**src/rtl/instr_fetch.sv**
```systemverilog
// rtl/instr_fetch.sv - instruction fetch stage: PC, loadable imem, valid/ready output to decode
// Optional feature macro: IFETCH_MISALIGN_EN (sticky fault and fetch halt on misaligned redirect)
module instr_fetch #(
  parameter int          ADDR_WIDTH = 6,
  parameter logic [31:0] RESET_PC   = 32'h0000_0000
) (
  input  logic                  clock,
  input  logic                  reset,
  input  logic                  imem_we,
  input  logic [ADDR_WIDTH-1:0] imem_waddr,
  input  logic [31:0]           imem_wdata,
  input  logic                  redirect_valid,
  input  logic [31:0]           redirect_pc,
  output logic                  out_valid,
  input  logic                  out_ready,
  output logic [31:0]           out_instr,
  output logic [31:0]           out_pc,
  output logic                  fault
);

  localparam int PC_W = ADDR_WIDTH + 2;

  logic [31:0]           mem [2**ADDR_WIDTH];
  logic [PC_W-1:0]       pc;
  logic [ADDR_WIDTH-1:0] fetch_idx;
  logic [31:0]           fetch_word;
  logic [PC_W-1:0]       redirect_target;
  logic                  misaligned;
  logic                  halted;
  logic                  advance;
  logic                  unused_redirect_bits;

  assign fetch_idx            = pc[PC_W-1:2];
  assign fetch_word           = mem[fetch_idx];
  assign redirect_target      = {redirect_pc[PC_W-1:2], 2'b00};
  assign unused_redirect_bits = ^{redirect_pc[31:PC_W], redirect_pc[1:0]};

`ifdef IFETCH_MISALIGN_EN
  logic fault_q;

  assign misaligned = (redirect_pc[1:0] != 2'b00);
  assign halted     = fault_q;
  assign fault      = fault_q;

  // Sticky until reset; while set, fetch never advances.
  always_ff @(posedge clock) begin
    if (reset) begin
      fault_q <= 1'b0;
    end else if (redirect_valid && misaligned) begin
      fault_q <= 1'b1;
    end
  end
`else
  assign misaligned = 1'b0;
  assign halted     = 1'b0;
  assign fault      = 1'b0;
`endif

  assign advance = (!out_valid || out_ready) && !redirect_valid && !halted;

  // Program load port; no reset so contents survive a reset of the fetch state.
  always_ff @(posedge clock) begin
    if (imem_we) begin
      mem[imem_waddr] <= imem_wdata;
    end
  end

  always_ff @(posedge clock) begin
    if (reset) begin
      pc        <= RESET_PC[PC_W-1:0];
      out_valid <= 1'b0;
      out_instr <= 32'h0;
      out_pc    <= 32'h0;
    end else if (redirect_valid) begin
      // Flush whatever is presented, stalled or not.
      out_valid <= 1'b0;
      if (!misaligned) begin
        pc <= redirect_target;
      end
    end else if (advance) begin
      out_instr <= fetch_word;
      out_pc    <= 32'(pc);
      out_valid <= 1'b1;
      pc        <= pc + PC_W'(4);
    end
  end

endmodule

```
**config.mk**
```make
export PLATFORM = sky130hd
export DESIGN_NAME = instr_fetch
export DESIGN_NICKNAME = d
export VERILOG_FILES = /design/src/rtl/instr_fetch.sv
export SDC_FILE = /design/constraint.sdc
export NUM_CORES = 2
export LEC_CHECK = 0
export ABC_AREA = 0
export BUFFER_PORTS_ARGS = -buffer_cell sky130_fd_sc_hd__buf_2
export CAP_MARGIN = 20
export CORE_ASPECT_RATIO = 0.8
export CORE_MARGIN = 4
export CORE_UTILIZATION = 53
export DETAILED_ROUTE_END_ITERATION = 7
export HOLD_SLACK_MARGIN = 0.12
export PLACE_DENSITY = 0.68
export SETUP_SLACK_MARGIN = 0.3
export SLEW_MARGIN = 25
export SYNTH_ARGS = -nofsm -noshare
export SYNTH_HDL_FRONTEND = slang
export SYNTH_SLANG_ARGS = --single-unit
```
**constraint.sdc**
```tcl
create_clock -name clock -period 4.7 [get_ports clock]
set_clock_uncertainty 0.05 [all_clocks]
set_input_delay 0.94 -clock clock [delete_from_list [all_inputs] [get_ports clock]]
set_output_delay 0.94 -clock clock [all_outputs]
set_load 0.02 [all_outputs]
```
==> metrics.txt <==
normalized max-slew margin=about a quarter; antenna violation net count after detailed routing=0; total CTS buffers=189; number of enable flip-flop cells after synthesis=approximately 2,000; Synth Register Bits=2,093; R2R depth=5; top cells by instance count after synthesis=sky130_fd_sc_hd__edfxtp_1 (2,048), sky130_fd_sc_hd__mux4_2 (472), sky130_fd_sc_hd__mux2i_1 (101); clk_lat worst skew=between 0.8 and 0.9 ns; CTS tree=built; data arrival time of the critical path=around 4.2 ns; clock-pin transition on the worst setup and hold timing paths=approximately 0.070 ns; most instantiated flip-flop cell in the synthesis netlist=sky130_fd_sc_hd__edfxtp_1; worst-case hold slack=between 0.3 and 0.4 ns; Static Leak=27.8 nW; total power draw=0.0382 W; summed area of non-filler cells in the final layout=~90,000 um2; Worst EP required=5.41 ns; global-route wire length before repair=just under 300,000 um; clock root buffer=sky130_fd_sc_hd__clkbuf_16; unique cell type count in the Yosys netlist=65; cell depth of the worst min-delay path=3; minimum clock period after layout=about 3.5 ns; TritonRoute pass-1 iters=5; starting density of the core=53.4%; antenna violations before repair=14; routed via count=39,500; top area cells in the synthesized netlist=sky130_fd_sc_hd__edfxtp_1 (77%), sky130_fd_sc_hd__mux4_2 (13%), sky130_fd_sc_hd__mux2i_1 (1.3%); number of hold violations in the final report=0; share of the synthesized area in the top cell type=between 70% and 80%; fraction of synthesis flops using an asynchronous set or reset pin=0%; area of the mapped netlist=between 80,000 and 90,000 um2; area overhead of the layout relative to synthesis=12.3%; final global-route overflow total=0; DRT iter0 DRCs=5,867; H-tree depth reported by CTS=4; Syn. warnings=0; Post-Route WL=between 200,000 and 250,000 um; DR vias/cell=roughly 6.5; power density over the cells=approximately 420 nW/um2; post-detailed-route wirelength per cell=between 30 and 40 um; unrepaired setup endpoints after global routing=false; cell with the most instances after synthesis=sky130_fd_sc_hd__edfxtp_1; worst min-delay path class=input port to register; highest fanout seen on the critical path=36; num ports=141; Fin Setup TNS=0 ns; gpl congestion=between 0.8 and 0.9; count of clock tree sinks=2,093; cell accounting for the most synthesized area=sky130_fd_sc_hd__edfxtp_1; maximum clock insertion buffer count=3; net count of the finished layout=roughly 4,000; # hold bufs at CTS=0; portion of the post-synthesis area used by sequential elements=between 70 and 80%; kind of launch point of the worst setup path=register; total DRC errors in the routed layout=0; GRT Util Overall=a little over a quarter; largest net degree at the start of global routing=between 70 and 80; post-detailed-placement cell area=84,000 um2; slew at the pin closest to its max-slew limit=approximately 1.1 ns; ratio of cells with drive above 1 in the final layout=between 20% and 30%; placement row count=about 130; post_cts resized=0; vertical die dimension=between 300 and 400 um; Horiz. Die Dim=around 440 um; share of the clock period used by the worst path after layout=73.7%; synthesized area per cell=approximately 22 um2; port bufs=87; vias in the first global route=about 40,000; number of buffers added for setup after CTS=0; area of the die=158,000 um2; HPWL after detailed placement=between 100,000 and 150,000 um; run status=complete, no violations; Core Footprint=~150,000 um2; count of final max-slew check failures=0; Crit. End Element=register; critical setup path kind=register to register; worst vdd rail ir drop=between 0.3 and 0.4 mV; count of endpoints failing setup in the final report=0; Gate Count Post-Synth=3,621; maximum clock frequency=about 0.29 GHz; Maximum Capacitance Violations=0
## flip-flops by register name, summed over array words and instances, names as in the netlist
signal	flops
out_pc	6
out_valid	1
pc	6
out_instr	32
mem	2048
## placed cells by master (no fill, tap or decap), types with 14 or more instances in the layout
cell type                   count
sky130_fd_sc_hd__bufinv_16     15
sky130_fd_sc_hd__o21ai_0       29
sky130_fd_sc_hd__buf_2         65
sky130_fd_sc_hd__nor2_1        31
sky130_fd_sc_hd__a211oi_1      54
sky130_fd_sc_hd__a22o_1        42
sky130_fd_sc_hd__nand2_1       69
sky130_fd_sc_hd__clkbuf_1      53
sky130_fd_sc_hd__conb_1        27
sky130_fd_sc_hd__buf_4        202
sky130_fd_sc_hd__a221oi_1      22
sky130_fd_sc_hd__nand3_1       35
sky130_fd_sc_hd__mux4_2       472
sky130_fd_sc_hd__nor2_4        66
sky130_fd_sc_hd__buf_12        23
sky130_fd_sc_hd__edfxtp_1    2048
sky130_fd_sc_hd__a22oi_1       41
sky130_fd_sc_hd__a21oi_1       53
sky130_fd_sc_hd__clkinv_1      47
sky130_fd_sc_hd__o22ai_1       27
sky130_fd_sc_hd__mux2i_1      101
sky130_fd_sc_hd__dfxtp_1       40
sky130_fd_sc_hd__nor3_1        15
sky130_fd_sc_hd__clkinv_2      23
sky130_fd_sc_hd__nor2b_1       14
sky130_fd_sc_hd__clkbuf_16    193
sky130_fd_sc_hd__nand4_1       16
sky130_fd_sc_hd__o221ai_1      32
sky130_fd_sc_hd__and2_1        37
## critical path, stage by stage (launching register included)
cell                       delay (ns)
sky130_fd_sc_hd__dfxtp_4         0.83
sky130_fd_sc_hd__clkinv_2        0.69
sky130_fd_sc_hd__buf_4           0.42
sky130_fd_sc_hd__mux2i_1         0.15
sky130_fd_sc_hd__o21ai_0         0.89
sky130_fd_sc_hd__and4_1          0.31
## cell families (layout without fill, tap and decap cells)
logic type               count (synthesis)  count (layout)  synth area share [%]
buffers and inverters                  239             643                  2.04
other                                    1              33               0.00467
adder cells (fa/ha/maj)                  1               1                0.0156
multiplexers                           588             588                  14.8
AO/OA/AOI/OAI                          354             354                  3.26
AND/OR/NAND/NOR                        340             340                  2.13
flip-flops                            2093            2093                  77.7
XOR/XNOR                                 5               5                0.0546
## metal layers
layer / vias to the layer above / routed length (um) / global-route usage, % / share of wire, %
met5: - / 38 / 0 / 0.018
met4: 6 / 6420 / 8.56 / 3.1
met3: 327 / 25900 / 8.88 / 13
met2: 2379 / 94500 / 39.1 / 46
met1: 20900 / 79700 / 37.4 / 39
li1: 15900 / - / - / -
## through the flow
| stage | setup slack, ns | cells | utilization (%) |
|---|---|---|---|
| floorplan | 1.09 | 3647 | - |
| global placement | 1.17 | 5701 | 55.9 |
| detailed placement | 1.16 | 5703 | 56.0 |
| CTS | 1.42 | 6050 | 60.0 |
| global route | 1.21 | 6055 | 60.0 |
| finish | 1.24 | 6056 | 60.0 |
## power breakdown
part	internal [W]	total (W)	switching [W]	leakage, nW
logic	0.000899	0.00237	0.00147	6.08
clock network	0.00845	0.0151	0.00666	2.92
registers	0.0206	0.0208	0.000123	18.8
## layout make-up
type	count	area [um2]
clock buffer	251	5100
inverter	6	23.8
multi-input combinational	1315	16800
sequential	2093	62400
tap	1999	2500
timing repair buffer	290	2300
antenna	6	15.0
clock inverter	96	911
fill	10400	60100
## path summary, 6_finish.rpt
check / from / endpoint / slack (ns)
hold reg to reg: out_pc[7] / out_pc[7] / 0.41
setup reg to reg: pc[5] / out_instr[5] / 1.24
hold / removal: redirect_pc[4] / pc[4] / 0.32
setup / recovery: pc[5] / out_instr[5] / 1.24
(Power assumes the default switching activity.)
